File: src/rtl/motor_hbridge_driver.sv
// Multi-channel H-bridge driver: per-channel direction/PWM with dead-time on reversal
// and a global command watchdog that coasts every motor.
//
// state   | meaning
// RUN     | applied direction drives the bridge, new commands take effect next cycle
// DEAD    | forced coast after a fwd<->rev reversal, waiting DEAD_CYCLES before applying pending dir
module motor_hbridge_driver #(
    parameter int N_CH           = 2,
    parameter int PWM_W          = 8,
    parameter int PRESC          = 4,
    parameter int DEAD_CYCLES    = 1000,
    parameter int TIMEOUT_CYCLES = 50_000_000
) (
    input  logic                  clk,
    input  logic                  rst_n,
    input  logic [2*N_CH-1:0]     cmd_dir,
    input  logic [PWM_W*N_CH-1:0] cmd_duty,
    input  logic                  cmd_valid,
    output logic [2*N_CH-1:0]     motor_in,
    output logic [N_CH-1:0]       motor_en,
    output logic [N_CH-1:0]       busy,
    output logic                  timeout
);

    localparam int PR_W = (PRESC > 1) ? $clog2(PRESC) : 1;
    localparam int DC_W = (DEAD_CYCLES > 1) ? $clog2(DEAD_CYCLES) : 1;
    localparam int WD_W = (TIMEOUT_CYCLES > 1) ? $clog2(TIMEOUT_CYCLES) : 1;
    localparam bit WD_EN = (TIMEOUT_CYCLES != 0);

    localparam logic [0:0] ST_RUN  = 1'b0;
    localparam logic [0:0] ST_DEAD = 1'b1;

    localparam logic [1:0] DIR_COAST = 2'b00;
    localparam logic [1:0] DIR_FWD   = 2'b01;
    localparam logic [1:0] DIR_REV   = 2'b10;
    localparam logic [1:0] DIR_BRAKE = 2'b11;

    logic [PR_W-1:0]  r_presc;
    logic [PWM_W-1:0] r_cnt;
    logic             w_tick;
    logic             w_wrap;

    logic [WD_W-1:0]  r_wd_cnt;
    logic             r_timeout;
    logic             w_trip;

    logic [1:0]       w_ch_in   [N_CH];
    logic             w_ch_en   [N_CH];
    logic             w_ch_busy [N_CH];

    assign w_tick = (r_presc == '0);
    assign w_wrap = w_tick && (r_cnt == '1);

    always_ff @(posedge clk or negedge rst_n) begin
        if (!rst_n) begin
            r_presc <= '0;
            r_cnt   <= '0;
        end else begin
            if (w_tick) begin
                r_presc <= PR_W'(PRESC - 1);
                r_cnt   <= r_cnt + 1'b1;
            end else begin
                r_presc <= r_presc - 1'b1;
            end
        end
    end

    // A command landing on the trip cycle wins, so the trip is suppressed.
    assign w_trip = WD_EN && !cmd_valid && !r_timeout &&
                    (r_wd_cnt == WD_W'(TIMEOUT_CYCLES - 1));

    always_ff @(posedge clk or negedge rst_n) begin
        if (!rst_n) begin
            r_wd_cnt  <= '0;
            r_timeout <= 1'b0;
        end else if (cmd_valid) begin
            r_wd_cnt  <= '0;
            r_timeout <= 1'b0;
        end else if (w_trip) begin
            r_timeout <= 1'b1;
        end else if (WD_EN && !r_timeout) begin
            r_wd_cnt  <= r_wd_cnt + 1'b1;
        end
    end

    for (genvar k = 0; k < N_CH; k++) begin : g_ch
        logic [1:0]       w_cmd_dir;
        logic [PWM_W-1:0] w_cmd_duty;
        logic [1:0]       w_pend_dir_nxt;
        logic             w_rev;
        logic [1:0]       r_pend_dir;
        logic [PWM_W-1:0] r_pend_duty;
        logic [1:0]       r_app_dir;
        logic [PWM_W-1:0] r_act_duty;
        logic [0:0]       r_state;
        logic [DC_W-1:0]  r_dead_cnt;
        logic             r_pwm;

        assign w_cmd_dir      = cmd_dir[2*k +: 2];
        assign w_cmd_duty     = cmd_duty[PWM_W*k +: PWM_W];
        assign w_pend_dir_nxt = cmd_valid ? w_cmd_dir : r_pend_dir;
        assign w_rev          = ((r_app_dir == DIR_FWD) && (w_cmd_dir == DIR_REV)) ||
                                ((r_app_dir == DIR_REV) && (w_cmd_dir == DIR_FWD));

        always_ff @(posedge clk or negedge rst_n) begin
            if (!rst_n) begin
                r_pend_dir  <= DIR_COAST;
                r_pend_duty <= '0;
            end else if (cmd_valid) begin
                r_pend_dir  <= w_cmd_dir;
                r_pend_duty <= w_cmd_duty;
            end else if (w_trip) begin
                r_pend_dir  <= DIR_COAST;
            end
        end

        // Applied dir is parked at coast while in DEAD so the pin decode needs no state term.
        always_ff @(posedge clk or negedge rst_n) begin
            if (!rst_n) begin
                r_state    <= ST_RUN;
                r_app_dir  <= DIR_COAST;
                r_dead_cnt <= '0;
            end else if (w_trip) begin
                r_state    <= ST_RUN;
                r_app_dir  <= DIR_COAST;
                r_dead_cnt <= '0;
            end else begin
                case (r_state)
                    ST_RUN: begin
                        if (cmd_valid) begin
                            if (w_rev) begin
                                r_state    <= ST_DEAD;
                                r_app_dir  <= DIR_COAST;
                                r_dead_cnt <= DC_W'(DEAD_CYCLES - 1);
                            end else begin
                                r_app_dir  <= w_cmd_dir;
                            end
                        end
                    end
                    ST_DEAD: begin
                        if (r_dead_cnt == '0) begin
                            r_state   <= ST_RUN;
                            r_app_dir <= w_pend_dir_nxt;
                        end else begin
                            r_dead_cnt <= r_dead_cnt - 1'b1;
                        end
                    end
                    default: r_state <= ST_RUN;
                endcase
            end
        end

        always_ff @(posedge clk or negedge rst_n) begin
            if (!rst_n) begin
                r_act_duty <= '0;
                r_pwm      <= 1'b0;
            end else begin
                if (w_wrap) begin
                    r_act_duty <= r_pend_duty;
                end
                r_pwm <= (r_cnt < r_act_duty);
            end
        end

        always_comb begin
            w_ch_en[k] = 1'b0;
            case (r_app_dir)
                DIR_FWD, DIR_REV: w_ch_en[k] = r_pwm && (r_state == ST_RUN);
                DIR_BRAKE:        w_ch_en[k] = (r_state == ST_RUN);
                default:          w_ch_en[k] = 1'b0;
            endcase
        end

        assign w_ch_in[k]   = r_app_dir;
        assign w_ch_busy[k] = (r_state == ST_DEAD);
    end

    always_comb begin
        motor_in = '0;
        motor_en = '0;
        busy     = '0;
        for (int k = 0; k < N_CH; k++) begin
            motor_in[2*k +: 2] = w_ch_in[k];
            motor_en[k]        = w_ch_en[k];
            busy[k]            = w_ch_busy[k];
        end
    end

    assign timeout = r_timeout;

endmodule
File: config.mk
export PLATFORM = sky130hd
export DESIGN_NAME = motor_hbridge_driver
export DESIGN_NICKNAME = d
export VERILOG_FILES = /design/src/rtl/motor_hbridge_driver.sv
export SDC_FILE = /design/constraint.sdc
export NUM_CORES = 1
export LEC_CHECK = 0
export CORE_MARGIN = 2
export CORE_UTILIZATION = 40
export CTS_BUF_LIST = sky130_fd_sc_hd__clkbuf_4
export DETAILED_ROUTE_END_ITERATION = 12
export MAX_ROUTING_LAYER = met4
export PLACE_DENSITY = 0.67
export SLEW_MARGIN = 15
export SYNTH_ARGS = -nofsm -noshare
export SYNTH_HDL_FRONTEND = slang
export SYNTH_SLANG_ARGS = --single-unit
File: constraint.sdc
create_clock -name clk -period 2.9 [get_ports clk]
set_input_delay 0.435 -clock clk [delete_from_list [all_inputs] [get_ports clk]]
set_output_delay 0.435 -clock clk [all_outputs]
set_load 0.02 [all_outputs]
# Word-level counts from Yosys, hierarchy flattened
# Index checks and enable logic that the tools add are counted.
word_totals:
  in_bits: 23
  romBits: 0
  n_memories: 0
  mem_bits_rw: 0
  latchBits: 0
  out_inout_bits: 9
  reg_bits: 101
  wordCells: 116
op_classes:
  eq_ne: 22
  n_div: 0
  reduce_logical: 24
  n_bitwise: 2
  n_addsub: 5
  shifts: 0
  muxes: 43
  magnitude_cmp: 2
  mul: 0
op_table:
  columns: ["op", "n"]
  rows:
  - ["two-way mux 10 bit", 8]
  - ["two-way mux 26 bit", 3]
  - ["case mux 10 bit (2 select lines)", 2]
  - ["two-way mux 2 bit", 14]
  - ["adder 26 x 1 -> 26 bit, second input constant", 1]
  - ["equality test 26 bit, second input constant", 1]
  - ["zero test 10 bit", 2]
  - ["subtractor 10 x 1 -> 10 bit, second input constant", 2]
  - ["!= test 3 bit, second input constant", 6]
  - ["less-than comparator 8 bit", 2]
  - ["equality test 2 bit, second input constant", 6]
  - ["two-way mux 1 bit", 10]
  - ["logical AND 1 bit", 9]
  - ["adder 8 x 1 -> 8 bit, second input constant", 1]
  - ["equality test 2 x 1 -> 1 bit, second input constant", 4]
  - ["equality test 8 bit, second input constant", 1]
  - ["case mux 1 bit (2 select lines)", 4]
  - ["case mux 2 bit (2 select lines)", 2]
  - ["!= test 3 x 2 -> 1 bit, second input constant", 2]
  - ["AND reduction 2 bit", 3]
  - ["AND reduction 3 bit", 2]
  - ["!= test 2 bit, second input constant", 2]
  - ["OR reduction 2 bit", 2]
  - ["zero test 1 bit", 2]
  - ["other kinds (5)", 7]

# Logic depth before layout (Yosys ltp)
# Gate-level depths: netlist of run 1.
logic_depth:
  depth_word: 7
  depth_mapped: 8
  depth_no_buf: 7

# Worst setup path after synthesis of run 1
# No wires, ideal clock.
synth_path:
  path_kind: "reg2reg"
  start: "register g_ch[0].r_dead_cnt[0]"
  end: "register g_ch[0].r_dead_cnt[6]"
  setup_slack_ps: 869
  required_ps: 2755
  setup_time_ps: 145
  t_arrival_ps: 1886
  period_less_slack_ps: 2031
  stages_incl_launch_ff: 8
  n_path_buf: 0
  path_cell_list: "dfrtp_1 -> inv_1 -> ha_1 -> or3b_4 -> or4_4 -> o21a_2 -> o22ai_1 -> a311oi_1"
synth_between:
  elab_chain_len: 4
  word_cells_on_any_way: 7
  classes_between: "add/sub: 1; eq/ne: 1; mux: 3; reduce/logical: 2"
synth_lines:
  columns: ["element", "line_no", "rtl"]
  rows:
  - ["start: declaration", "96", "logic [DC_W-1:0] r_dead_cnt;"]
  - ["start signal: assignment", "134", "r_dead_cnt <= DC_W'(DEAD_CYCLES - 1);"]
  - ["start signal: assignment", "145", "r_dead_cnt <= r_dead_cnt - 1'b1;"]
  - ["subtractor 10 x 1 -> 10 bit", "145", null]
  - ["two-way mux 10 bit", "141", "if (r_dead_cnt == '0) begin"]
  - ["case mux 10 bit (2 select lines)", "128", "case (r_state)"]
  - ["two-way mux 10 bit", "123", "end else if (w_trip) begin"]
# Parallel ways exist; a longest one is shown, timed or not. The select of a mux whose other input is x is not followed.
# A chain may end at the register's enable or synchronous reset.

# Final worst setup path of run 1
layout_path:
  start: "register g_ch[1].r_app_dir[0]"
  end: "output motor_en[1]"
layout_between:
  elab_chain_len: 3
  word_cells_on_any_way: 5
  classes_between: "eq/ne: 3; mux: 1; reduce/logical: 1"
layout_lines:
  columns: ["element", "line_no", "rtl"]
  rows:
  - ["start: declaration", "93", "logic [1:0] r_app_dir;"]
  - ["start signal: assignment", "136", "r_app_dir <= w_cmd_dir;"]
  - ["start signal: assignment", "143", "r_app_dir <= w_pend_dir_nxt;"]
  - ["equality test 2 x 1 -> 1 bit or equality test 2 bit (tied branches)", "167", "case (r_app_dir)"]
  - ["OR reduction 2 bit", "167", null]
  - ["case mux 1 bit (2 select lines) *", "167", null]
  - ["end: declaration", "20", "output logic [N_CH-1:0] motor_en,"]
# Mark *: on every way between the ends. The rest lies on a longest branch, timed or not.

==> results of run 1 <==
==> how the worst max path moves through the flow <==
stage / from / to / slack, ns / depth (start not counted)
floorplan: g_ch[0].r_dead_cnt[0] / g_ch[0].r_dead_cnt[6] / 0.87 / 7
global placement: cmd_dir[3] / g_ch[1].r_dead_cnt[2] / 0.73 / 6
detailed placement: r_wd_cnt[0] / r_wd_cnt[7] / 0.61 / 6
CTS: g_ch[1].r_app_dir[0] / motor_en[1] / 0.33 / 5
global route: g_ch[1].r_app_dir[1] / motor_en[1] / 0.24 / 5
finish: g_ch[1].r_app_dir[0] / motor_en[1] / 0.38 / 5
==> metrics by stage <==
| step | hold slack (ns) | cells | total power [mW] |
|---|---|---|---|
| after floorplan | 0.1394 | 530 | 2.378 |
| final | 0.4271 | 743 | 3.377 |
| after global placement | 0.3854 | 725 | 2.624 |
| after global routing | 0.4233 | 743 | 3.608 |
| after CTS | 0.3999 | 742 | 3.430 |
| after detailed placement | 0.3856 | 725 | 2.676 |
==> cells by family (layout without fill, tap and decap cells) <==
kind of cell	count (synthesis)	after routing
simple gates	197	197
flops	101	101
compound gates	93	93
buf+inv	58	94
xor+xnor	29	29
fa+ha+maj	27	27
mux	25	25
other cells	0	1
==> state kept, by name, summed over array words and instances, names as in the netlist <==
register / cells
r_wd_cnt: 26
g_ch.r_state: 2
g_ch.r_dead_cnt: 20
g_ch.r_pend_dir: 4
timeout: 1
r_cnt: 8
r_presc: 2
g_ch.r_pwm: 2
g_ch.r_pend_duty: 16
g_ch.r_app_dir: 4
g_ch.r_act_duty: 16
==> cell usage after synthesis, types with 3 or more instances <==
library cell and number:
nand2b_1 8, nor3_1 13, clkbuf_1 12, o21a_1 3, nor3b_1 3, and2_1 7, a211oi_1 7, xnor2_1 12
nand3b_1 3, a311oi_1 8, o22ai_1 3, or3_1 3, mux2i_1 3, xor2_1 17, a21oi_1 18, inv_1 37
nor4b_1 3, and4_1 3, nand4_1 12, a31o_2 3, a31oi_1 4, nor4_1 7, or4_1 4, o21ai_0 22
o21ai_1 3, mux2_2 22, dfrtp_1 101, nand2_1 42, nor2_1 46, and3_1 8, nor2b_1 8, ha_1 27
nand3_1 15, o31ai_1 4, buf_6 3
==> worst register-to-register path, cell delays in order, from the launching register on <==
cell,delay [ns]
dfrtp_1,0.47
ha_1,0.22
nand4_1,0.18
nor4_1,0.48
and4_1,0.45
or3_1,0.17
mux2_2,0.32
==> layout make-up <==
type,count,area (sq um)
inverters,37,138.9
flip-flops and latches,101,2527
fillers,1223,7126
diodes,1,2.502
well taps,176,220.2
clock buffers,10,75.07
clock inverters,6,68.82
multi-input cells,371,2534
repair buffers,41,392.9
==> metal layers <==
| layer | global-route usage | up-vias | share of wire |
|---|---|---|---|
| met5 | - | - | 0 |
| met3 | 0.03257 | 10 | 0.034 |
| met1 | 0.1963 | 1912 | 0.46 |
| met2 | 0.2619 | 68 | 0.49 |
| li1 | - | 1925 | - |
| met4 | 0.05580 | 0 | 0.015 |
==> layout by cell type (no fill, tap or decap), types with 4 or more instances in the layout <==
master           count
dfrtp_1            101
nor2_1              46
nand2_1             42
inv_1               37
clkdlybuf4s50_1     29
ha_1                27
o21ai_0             22
mux2_2              22
a21oi_1             18
xor2_1              17
nand3_1             15
nor3_1              13
nand4_1             12
xnor2_1             12
clkbuf_4            10
buf_4                9
nand2b_1             8
nor2b_1              8
and3_1               8
a311oi_1             8
nor4_1               7
and2_1               7
a211oi_1             7
a31oi_1              4
or4_1                4
o31ai_1              4
==> power by group <==
| part | switching (mW) | total [mW] | internal (mW) |
|---|---|---|---|
| logic | 0.439 | 0.855 | 0.416 |
| registers | 0.204 | 1.78 | 1.58 |
| clock network | 0.462 | 0.742 | 0.280 |
==> repair_timing <==
action | CTS | global route
hold buffers | 1 | 0
endpoints found under the hold margin | 26 | 0
setup buffers | 0 | 0
==> implementation parameters, run 1 <==
Parameter                              Value

Run status
  Status ... complete, no violations

Timing
  Share of the clock period used by the worst path after layout ... 0.8674
  Final clock skew ... 0.01779 ns
  Setup repair after global routing missed its margin ... false
  Peak clock frequency supported by timing ... 397.5 MHz
  Final critical-path setup slack ... 0.3845 ns
  Final critical delay including setup and external delays ... 2.515 ns
  Hold violation total from the final report ... 0
  Final Slew Violations ... 0
  Worst slew slack as a fraction of its limit ... 0.4658
  Actual transition at the worst max-transition pin ... 0.7940 ns
  Setup violators final ... 0
  Sum Neg Setup Slack ... 0 ns

Synth
  Post-Synthesis Net Count ... 580
  Per-instance average area after synthesis ... 10.02 sq um
  Share of synthesized flip-flops with an asynchronous set or reset ... 1.000
  Synth warnings ... 0
  Top cell type by total area after synthesis ... dfrtp_1
  Cell types with the largest area share after synthesis ... dfrtp_1 (48%), ha_1 (6.4%), mux2_2 (4.7%), nor2_1 (3.3%), nand2_1 (3.0%)
  Multiplexer area fraction after synthesis ... 0.05230
  Dominant combinational cell family by area after synthesis ... simple AND/OR/NAND/NOR gates
  Number of enable-type register cells in the synthesized netlist ... 0
  Post-synth top area share ... 0.4759
  Unique masters post-synth ... 59
  Number of cells produced by synthesis ... 530
  Arithmetic-cell share of the synthesized area counting full adders, half adders and majority gates ... 0.06360
  Xor/xnor share of the synthesized area ... 0.04782
  Flip-flop and latch count after synthesis ... 101
  Cell Area, Synth ... 0.005311 sq mm
  Primary FF master, synth ... dfrtp_1
  Post-synthesis simple-gate area fraction ... 0.1958
  Complex-gate fraction of the synthesized area ... 0.1176
  Proportion of synthesized chip area in sequential cells ... 0.4759

Worst setup path
  Minimum setup slack among reg-to-reg paths ... 0.48 ns
  Maximum fanout count along the critical path ... 4
  End of the worst register-to-register path ... r_wd_cnt[7]
  Element type at the critical path end ... primary output
  Cell depth of the worst flop-to-flop path ... 6
  CP top delay family ... buffers and inverters
  Cell-by-cell listing of the critical path ... inv_1, ha_1, a21oi_1, nor3_1, clkdlybuf4s50_1
  Startpoint type of the worst setup path ... register
  Worst reg2reg path startpoint ... r_wd_cnt[0]
  Arrival time at the worst endpoint ... 2.08 ns
  CP bufs+invs ... 2
  Delay of the slowest cell on the worst path ... 0.63 ns
  Critical path start-end classification ... register to primary output
  Critical path's slowest cell ... clkdlybuf4s50_1
  CP Data Required Time ... 2.47 ns

GRT
  Total global-route track usage ... 0.1594
  Initial antenna violation count ... 1
  Number of global-route vias before repair ... 3831
  Overflow left after global routing ... 0
  Largest net degree at the start of global routing ... 47
  Wire length of the first global-routing pass ... 17.97 mm

Clocking
  Clock slew seen by the registers of the worst setup and hold paths ... 0.16 ns
  Clock Sinks ... 101
  Htree depth ... 3
  Number of CTS-inserted buffers ... 9
  Quantity of gates resized following cts ... 0
  CTS tree ... built
  Clk Latency, worst-skew pair ... 0.45 ns
  Clock Tree Root ... clkbuf_4
  Longest Clk Path Bufs ... 2

Worst hold path
  Path category of the worst min-delay check ... input pin to async pin

Final layout
  Final instance area ... 0.005959 sq mm
  Number of nets in the layout ... 611
  Share of cells above drive strength 1 ... 0.1166
  End-of-flow core utilization ... 0.4554
  Synth-to-Final Area Change ... 12.20%

Floorplanning
  Core area ... 0.01309 sq mm
  Std-Cell Rows ... 42
  Die span in x ... 119.2 um
  Initial Utilization ... 0.4059
  Full die area ... 0.01422 sq mm
  I/O pin count ... 32
  DIE HEIGHT ... 119.2 um

Placement
  Placement Setup Slack ... 0.6125 ns
  RD Place Congestion ... 0.8751
  Half-perimeter wire length of the detailed placement result ... 7.457 mm
  Port buffer count ... 31
  Placement Cell Area ... 0.005803 sq mm

Drt
  DRC viols ... 0
  First-pass DRT Iterations ... 4
  Antenna-violating nets left ... 0
  Avg WL per Cell ... 13.77 um
  DRT Wirelength ... 10.23 mm
  Vias ... 3915
  Number of vias per cell ... 5.269
  Initial drt markers ... 173

Flow run
  Max-cap violations ... 0

Pwr
  Leakage component of the power ... 2.576 nW
  Peak VDD IR ... 250.7 uV
  Power per standard cell area ... 566.7 mW/mm^2
Power figures use the tool's default switching activity.
==> inputs of run 2 (changes only) <==
--- a/config.mk
+++ b/config.mk
@@ -9,6 +9,7 @@
 export CORE_UTILIZATION = 40
 export CTS_BUF_LIST = sky130_fd_sc_hd__clkbuf_4
 export DETAILED_ROUTE_END_ITERATION = 12
+export GPL_ROUTABILITY_DRIVEN = 0
 export MAX_ROUTING_LAYER = met4
 export PLACE_DENSITY = 0.67
 export SLEW_MARGIN = 15
==> results of run 2 <==
Same layout as run 1: the final DEF is identical, and so are final timing and power.
==> inputs of run 3 (changes only) <==
--- a/config.mk
+++ b/config.mk
@@ -6,12 +6,13 @@
 export NUM_CORES = 1
 export LEC_CHECK = 0
 export CORE_MARGIN = 2
-export CORE_UTILIZATION = 40
+export CORE_UTILIZATION = 47
 export CTS_BUF_LIST = sky130_fd_sc_hd__clkbuf_4
 export DETAILED_ROUTE_END_ITERATION = 12
 export GPL_ROUTABILITY_DRIVEN = 0
 export MAX_ROUTING_LAYER = met4
-export PLACE_DENSITY = 0.67
+export PLACE_DENSITY = 0.75
+export SETUP_SLACK_MARGIN = 0.15
 export SLEW_MARGIN = 15
 export SYNTH_ARGS = -nofsm -noshare
 export SYNTH_HDL_FRONTEND = slang
==> run 3 against run 2 <==
  * Worst setup slack worse by 0.0076 ns
  * Critical path depth did not move
  * Sequential share of layout area increased by 0.40 points
  * Flip-flop and latch count did not move
  * Non-clock buffer count down 1
  * Sequential power is essentially flat
  * Highest routed layer unchanged
  * Global-route usage rose by 3.1 points
  * Via count down 0.31%
  * Final area is 0.94% lower
==> implementation parameters, run 3 (same netlist as run 1, synthesis figures left out) <==
Parameter                              Value

Worst setup path
  Critical path start-end classification ... register to primary output
  Cell-by-cell listing of the critical path ... inv_1, ha_1, a21oi_1, nor3_1, clkdlybuf4s50_1
  Cell depth of the worst flop-to-flop path ... 7 (+1)
  Arrival time at the worst endpoint ... 2.09 ns (about the same)
  Delay of the slowest cell on the worst path ... 0.63 ns (about the same)
  Maximum fanout count along the critical path ... 4 (unchanged)
  Worst reg2reg path startpoint ... r_wd_cnt[0]
  Critical path's slowest cell ... clkdlybuf4s50_1
  Element type at the critical path end ... primary output
  Worst setup path startpoint ... g_ch[1].r_app_dir[0]
  Startpoint type of the worst setup path ... register
  CP Data Required Time ... 2.47 ns (about the same)

Timing
  Setup violators final ... 0 (unchanged)
  Final critical-path setup slack ... 0.3769 ns (-0.007597 ns)
  Setup repair after global routing missed its margin ... false
  Hold violation total from the final report ... 0 (unchanged)
  Share of the clock period used by the worst path after layout ... 0.8700 (+0.002620)
  Final Slew Violations ... 0 (unchanged)
  Final clock skew ... 0.02180 ns (+0.004008 ns)
  Final critical delay including setup and external delays ... 2.523 ns (+0.007597 ns)
  Sum Neg Setup Slack ... 0 ns (unchanged)
  Actual transition at the worst max-transition pin ... 0.8445 ns (+0.05040 ns)
  Peak clock frequency supported by timing ... 396.3 MHz (-0.30%)
  Worst slew slack as a fraction of its limit ... 0.4370 (-0.02872)

Placement
  Placement Cell Area ... 0.005758 sq mm (-0.78%)
  Port buffer count ... 31 (unchanged)
  Placement Setup Slack ... 0.5685 ns (-0.04398 ns)
  Half-perimeter wire length of the detailed placement result ... 7.313 mm (-1.9%)

Clocking
  Clock Tree Root ... clkbuf_4
  Clock slew seen by the registers of the worst setup and hold paths ... 0.16 ns (about the same)
  Longest Clk Path Bufs ... 2 (unchanged)
  Htree depth ... 3 (unchanged)
  Clk Latency, worst-skew pair ... 0.45 ns (about the same)
  Quantity of gates resized following cts ... 0 (unchanged)
  CTS tree ... built
  Clock Sinks ... 101 (unchanged)
  # Post-CTS Setup Buffers ... 0 (unchanged)
  Hold buffer count at cts ... 0 (-1)
  Number of CTS-inserted buffers ... 9 (unchanged)

GRT
  Wire length of the first global-routing pass ... 17.69 mm (-1.5%)
  Total global-route track usage ... 0.1903 (+0.03094)
  Number of global-route vias before repair ... 3786 (-1.2%)
  Overflow left after global routing ... 0 (unchanged)
  Initial antenna violation count ... 1 (unchanged)
  Largest net degree at the start of global routing ... 68 (+45%)

Final layout
  Largest register by flop count ... r_wd_cnt
  Final instance area ... 0.005903 sq mm (-0.94%)
  Most common cell after layout, fill and taps aside ... dfrtp_1
  Share of cells above drive strength 1 ... 0.1168 (+0.0002064)
  Max reg flops ... 26 (unchanged)
  Number of nets in the layout ... 610 (-0.16%)
  Most frequent cells in the layout ... dfrtp_1 (101), nor2_1 (46), nand2_1 (42)
  Biggest registers after layout ... r_wd_cnt x26, g_ch.r_dead_cnt x20
  End-of-flow core utilization ... 0.5398 (+0.08438)
  Synth-to-Final Area Change ... 11.14%

Floorplanning
  Initial Utilization ... 0.4857 (+0.07979)
  Core area ... 0.01094 sq mm (-16%)
  I/O pin count ... 32 (unchanged)
  Full die area ... 0.01217 sq mm (-14%)
  Die span in x ... 110.3 um (-7.5%)
  DIE HEIGHT ... 110.3 um (-7.5%)
  Std-Cell Rows ... 38 (-9.5%)

Worst hold path
  Path category of the worst min-delay check ... input pin to async pin

Run status
  Status ... complete, no violations

Flow run
  Max-cap violations ... 0 (unchanged)

Drt
  Antenna-violating nets left ... 0 (unchanged)
  Avg WL per Cell ... 14.63 um (+6.3%)
  Number of vias per cell ... 5.528 (+4.9%)
  Initial drt markers ... 221 (+28%)
  DRC viols ... 0 (unchanged)
  Vias ... 3903 (-0.31%)
  DRT Wirelength ... 10.33 mm (+0.97%)
  First-pass DRT Iterations ... 4 (unchanged)

Pwr
  Peak VDD IR ... 380.7 uV (+52%)
  Power per standard cell area ... 571.0 mW/mm^2 (+0.76%)
  Leakage component of the power ... 2.570 nW (-0.23%)
==> run 3: path summary, 6_finish.rpt <==
check / end / slack [ns]
worst max register to register: r_wd_cnt[7] / 0.51
min in group clk: g_ch[0].r_pend_dir[0] / 0.37
max in group asynchronous: g_ch[0].r_dead_cnt[8] / 2.12
worst max-delay path: motor_en[1] / 0.38
worst min-delay path: g_ch[0].r_dead_cnt[4] / 0.06
worst min register to register: r_presc[0] / 0.45
==> run 3: through the flow <==
step | hold WS (ns) | total power, mW | instances
floorplan | 0.1394 | 2.378 | 530
global placement | 0.4250 | 2.608 | 689
detailed placement | 0.4313 | 2.653 | 689
CTS | 0.07479 | 3.404 | 705
global route | 0.1074 | 3.590 | 706
finish | 0.06235 | 3.371 | 706
==> run 3: layout make-up <==
class                   count  area (sq um)
flip-flops and latches    101          2527
diodes                      1         2.502
repair buffers             40         382.9
fillers                   969          5032
inverters                  37         138.9
well taps                 140         175.2
clock buffers               9         67.56
multi-input cells         371          2534
clock inverters             7         75.07
==> run 3: worst max-delay path, delay by kind of cell, from the launching register on <==
family	cells	cell delay, ns
compound gates	1	0.06
buf+inv	2	0.73
simple gates	1	0.14
flops	1	0.43
fa+ha+maj	1	0.28
==> run 3: routing by layer <==
layer  share of wire  vias up  wire length (um)  track usage
met5               0        -                 0            -
met4           0.012        0               124      0.05982
met3           0.033        6               345      0.03292
met2            0.49       70              5060       0.3094
met1            0.46     1890              4797       0.2446
li1                -     1937                 -            -
==> run 3: report_power, final <==
part,switching (mW),leakage [nW],internal [mW]
Sequential,0.217,1.25,1.58
Combinational,0.422,1.24,0.408
Clock,0.480,0.0755,0.268
